==> src/rtl/rr_arb4.sv <==
// rr_arb4: four-requester round-robin arbiter with a bounded hold time.
// A grant is held while its requester keeps req high, up to MAXHOLD cycles.
// Every grant release is followed by a one-cycle GAP before the next
// arbitration, and the rotating pointer then puts the last owner at the
// end of the search order.
module rr_arb4 #(
  parameter int MAXHOLD = 15
) (
  input  logic       ck,
  input  logic       nrst,
  input  logic [3:0] req,
  output logic [3:0] gnt,
  output logic [1:0] gid,
  output logic       busy,
  output logic       tout
);

  typedef enum logic [1:0] {
    IDLE  = 2'd0,
    GRANT = 2'd1,
    GAP   = 2'd2
  } state_t;

  localparam logic [3:0] MAXHOLD_C = 4'(MAXHOLD);

  state_t     state_r;
  logic [1:0] ptr_r;
  logic [3:0] cnt_r;
  logic [1:0] win_s;
  logic [1:0] cand_s;
  logic       found_s;

  // Winner search: first high request starting at ptr_r and wrapping round.
  always_comb begin
    win_s   = 2'd0;
    cand_s  = 2'd0;
    found_s = 1'b0;
    for (int i = 0; i < 4; i++) begin
      cand_s = ptr_r + 2'(i);
      if (!found_s && req[cand_s]) begin
        win_s   = cand_s;
        found_s = 1'b1;
      end else begin
        found_s = found_s;
      end
    end
  end

  // Arbitration state machine; every output is a register updated here.
  always_ff @(posedge ck or negedge nrst) begin
    if (!nrst) begin
      state_r <= IDLE;
      ptr_r   <= 2'd0;
      cnt_r   <= 4'd0;
      gnt     <= 4'd0;
      gid     <= 2'd0;
      busy    <= 1'b0;
      tout    <= 1'b0;
    end else begin
      // tout is a single-cycle pulse unless the timeout branch sets it
      tout <= 1'b0;
      case (state_r)
        IDLE: begin
          if (found_s) begin
            gnt     <= 4'b0001 << win_s;
            gid     <= win_s;
            busy    <= 1'b1;
            cnt_r   <= 4'd1;
            state_r <= GRANT;
          end else begin
            state_r <= IDLE;
          end
        end
        GRANT: begin
          if (!req[gid]) begin
            // owner released voluntarily
            gnt     <= 4'd0;
            busy    <= 1'b0;
            ptr_r   <= gid + 2'd1;
            state_r <= GAP;
          end else if (cnt_r >= MAXHOLD_C) begin
            // owner held too long: revoke and flag it
            gnt     <= 4'd0;
            busy    <= 1'b0;
            tout    <= 1'b1;
            ptr_r   <= gid + 2'd1;
            state_r <= GAP;
          end else begin
            cnt_r   <= cnt_r + 4'd1;
            state_r <= GRANT;
          end
        end
        GAP: begin
          // dead cycle: requests are deliberately not looked at here
          state_r <= IDLE;
        end
        default: begin
          gnt     <= 4'd0;
          busy    <= 1'b0;
          state_r <= IDLE;
        end
      endcase
    end
  end

endmodule

==> config.mk <==
export PLATFORM = sky130hd
export DESIGN_NAME = rr_arb4
export DESIGN_NICKNAME = d
export VERILOG_FILES = /design/src/rtl/rr_arb4.sv
export SDC_FILE = /design/constraint.sdc
export NUM_CORES = 1
export LEC_CHECK = 0
export ABC_AREA = 1
export CORE_MARGIN = 2
export CORE_UTILIZATION = 53
export DETAILED_ROUTE_END_ITERATION = 7
export PLACE_DENSITY = 0.81
export SYNTH_ARGS = -nofsm -noshare
export SYNTH_HDL_FRONTEND = slang
export SYNTH_SLANG_ARGS = --single-unit
==> constraint.sdc <==
create_clock -name ck -period 1.7 [get_ports ck]
set_input_delay 0.425 -clock ck [delete_from_list [all_inputs] [get_ports ck]]
set_output_delay 0.425 -clock ck [all_outputs]
set_load 0.005 [all_outputs]
==> results by group <==
Run status
  • Status: finished, final reports clean

Setup path
  • Worst r2r path cells: 10
  • Worst R2R Setup Slack: about 0.10 ns
  • WP data arrival: 1.22 ns
  • Worst EP required: around 1.3 ns
  • Reg2reg end: gnt[0]$_DFFE_PN0P_
  • Crit-path leading delay family: buffers and inverters
  • Worst path buffer plus inverter count: 1
  • Worst flop-to-flop path startpoint: ptr_r[1]$_DFFE_PN0P_
  • Element type at the critical path end: primary output
  • CP Launch Type: flip-flop
  • Setup CP Type: flip-flop to primary output
  • Worst path max stage delay: 0.51 ns
  • Critical-path top delay cell: clkdlybuf4s50_1
  • Worst-path cell chain: clkdlybuf4s50_1
  • Crit-path max FO: 5

Logic synthesis
  • Post-synthesis sequential area ratio: about 37%
  • Ys Warns: 0
  • Top cells by area, synth: dfrtp_1 (37%), nand2_1 (21%), nand3_1 (5.6%)
  • Post-synth ARST share: between 90% and 100%
  • Syn Inst Count: between 100 and 150
  • Synthesized area: ~1100 µm²
  • Post-synth top cells: nand2_1 (59), dfrtp_1 (16), inv_1 (14)
  • Avg Cell Area, Syn: between 7 and 8 µm²
  • Post-synth EDFFs: 0
  • Synth top area share: about 37%
  • FF+latch count, synth: 16
  • Dominant synthesized flop cell: dfrtp_1
  • Most common cell in the synthesized netlist: nand2_1
  • Post-synth net total: roughly 160
  • Yosys top cell by area: dfrtp_1
  • Netlist cell types: 23

Placement
  • Dpl cell area: approximately 1300 µm²
  • Final HPWL DP: ~1.7 mm
  • Gpl congestion: 0.7998
  • Place WS: -0.2911 ns
  • IO buf count: 13
  • Inst Count DP: 193

Floorplan
  • Die width: 48.93 µm
  • Die area: ~2400 µm²
  • Site row count: 16
  • Core area: 1942 µm²
  • Initial core utilization: between 50% and 60%
  • Die height: ~50 µm
  • # IOs: 14

Finish
  • Antenna cells: 0
  • Ratio of cells with drive above 1 in the final layout: 23.98%
  • Cell area after layout: 1346 µm²
  • Fin nets: 180
  • Non-Filler Instances: about 200
  • Layout area overhead: 25.85%

Route
  • Initial DRC Count: 25
  • Post-route ant nets: 0
  • Drc violations: 0
  • DRT Wirelength: about 2.3 mm
  • Via count: 991
  • Drt wl/cell: roughly 11 µm
  • DRT Pass-1 Iters: 6
  • Average via count per standard cell: roughly 5.0

Global route
  • Number of global-route vias before repair: 910
  • Initial antenna violation count: 0
  • Global Route Usage Sum: roughly a fifth
  • Largest net degree at the start of global routing: 17
  • First-pass GRT wire length: just under 4 mm
  • GR Overflow Total: 0

CTS
  • Clk_lat worst skew: 0.29 ns
  • Max Buffers Root-to-Sink: 2
  • CTS buffer count: 3
  • CTS root buffer: clkbuf_4
  • H-tree depth: 1
  • Number of clock sinks: 16
  • Clk pin slew, worst setup/hold paths: roughly 0.09 ns
  • CTS tree: built

Timing
  • Fin. max-slew vios: 0
  • FMAX: slightly above 0.6 GHz
  • Final setup viols: 0
  • Final hold violations: 0
  • RSZ-0062 raised after global routing: true
  • Final period util: between 90% and 100%
  • Minimum clock period: between 1.5 and 2 ns
  • Skew final: between 0.008 and 0.009 ns
  • Worst rel slew slack: between 50 and 60%
  • Final worst-path setup slack: ~0.06 ns
  • Tightest Pin Transition: 0.6187 ns

Run
  • Number of max-cap violations: 0

Power
  • Peak VDD IR: 1.145 mV
  • Static Leak: a little over 0.7 nW
  • PD cells: 1959 nW/µm²

Min path
  • Hold crit path type: primary input to async pin
-- report_power, final --
| part | switching [mW] | internal, mW | total [mW] |
|---|---|---|---|
| combinational | 1.11 | 0.705 | 1.81 |
| sequential | 0.106 | 0.519 | 0.625 |
| clock | 0.116 | 0.0824 | 0.199 |
-- worst max-delay path by stage --
stage,start,endpoint,cells after the start
after global placement,req[3],gnt[0]$_DFFE_PN0P_,11
after CTS,gid[0]$_DFFE_PN0P_,gid[0],1
final,gid[1]$_DFFE_PN0P_,gid[1],1
after floorplan,ptr_r[0]$_DFFE_PN0P_,cnt_r[2]$_DFFE_PN0P_,10
after detailed placement,req[3],cnt_r[2]$_DFFE_PN0P_,11
after global routing,cnt_r[0]$_DFFE_PN0P_,gnt[3]$_DFFE_PN0P_,9
-- layout make-up --
cell class | instances | area [µm²]
multi-input cells | 117 | 638.1
flip-flops and latches | 16 | 402.9
inverters | 16 | 60.06
fillers | 175 | 595.6
repair buffers | 19 | 188.9
well taps | 27 | 33.78
clock buffers | 3 | 22.52
-- logic make-up (layout without fill, tap and decap cells) --
family / after synthesis / in the layout / synth area share [%]
simple gates: 103 / 104 / 47.02
buf+inv: 17 / 38 / 6.316
flops: 16 / 16 / 37.43
compound gates: 12 / 12 / 8.071
fa+ha+maj: 1 / 1 / 1.169
-- registers in the layout, indices dropped and copies added (netlist names) --
| register | count |
|---|---|
| tout | 1 |
| busy | 1 |
| cnt_r | 4 |
| gnt | 4 |
| state_r | 2 |
| gid | 2 |
| ptr_r | 2 |
-- cells in the final DEF, fill, tap and decap left out, types with 5 or more instances in the layout --
cell              n
buf_4             5
clkdlybuf4s50_1   9
dfrtp_1          14
inv_1            12
nand2_1          58
nand2_2           8
nand2_4           5
nand3_1          10
nor2_1           12
-- per-layer routing --
layer / vias to the layer above / GRT usage, % / routed length, µm
met5: - / 0 / 0
met4: 0 / 10.00 / 44
met3: 4 / 2.761 / 34
met2: 10 / 33.79 / 1190
met1: 464 / 26.98 / 995
li1: 513 / - / -
-- metrics by stage --
step	power (mW)	TNS (ns)	utilization (%)	hold WS, ns
2_1_floorplan	1.878	0	-	0.1294
3_3_place_gp	2.256	-2.771	65.08	0.4658
3_5_place_dp	2.309	-2.954	65.08	0.4671
4_1_cts	2.506	0	66.24	0.4485
5_1_grt	2.877	-0.02526	69.33	0.4799
6_report	2.638	0	69.33	0.4414
-- timing repair --
item,CTS,global route
gates resized for setup,0,15
buffers inserted,0,1
endpoints found under the setup margin,0,14
hold buffers,0,0
(Power assumes the default switching activity.)
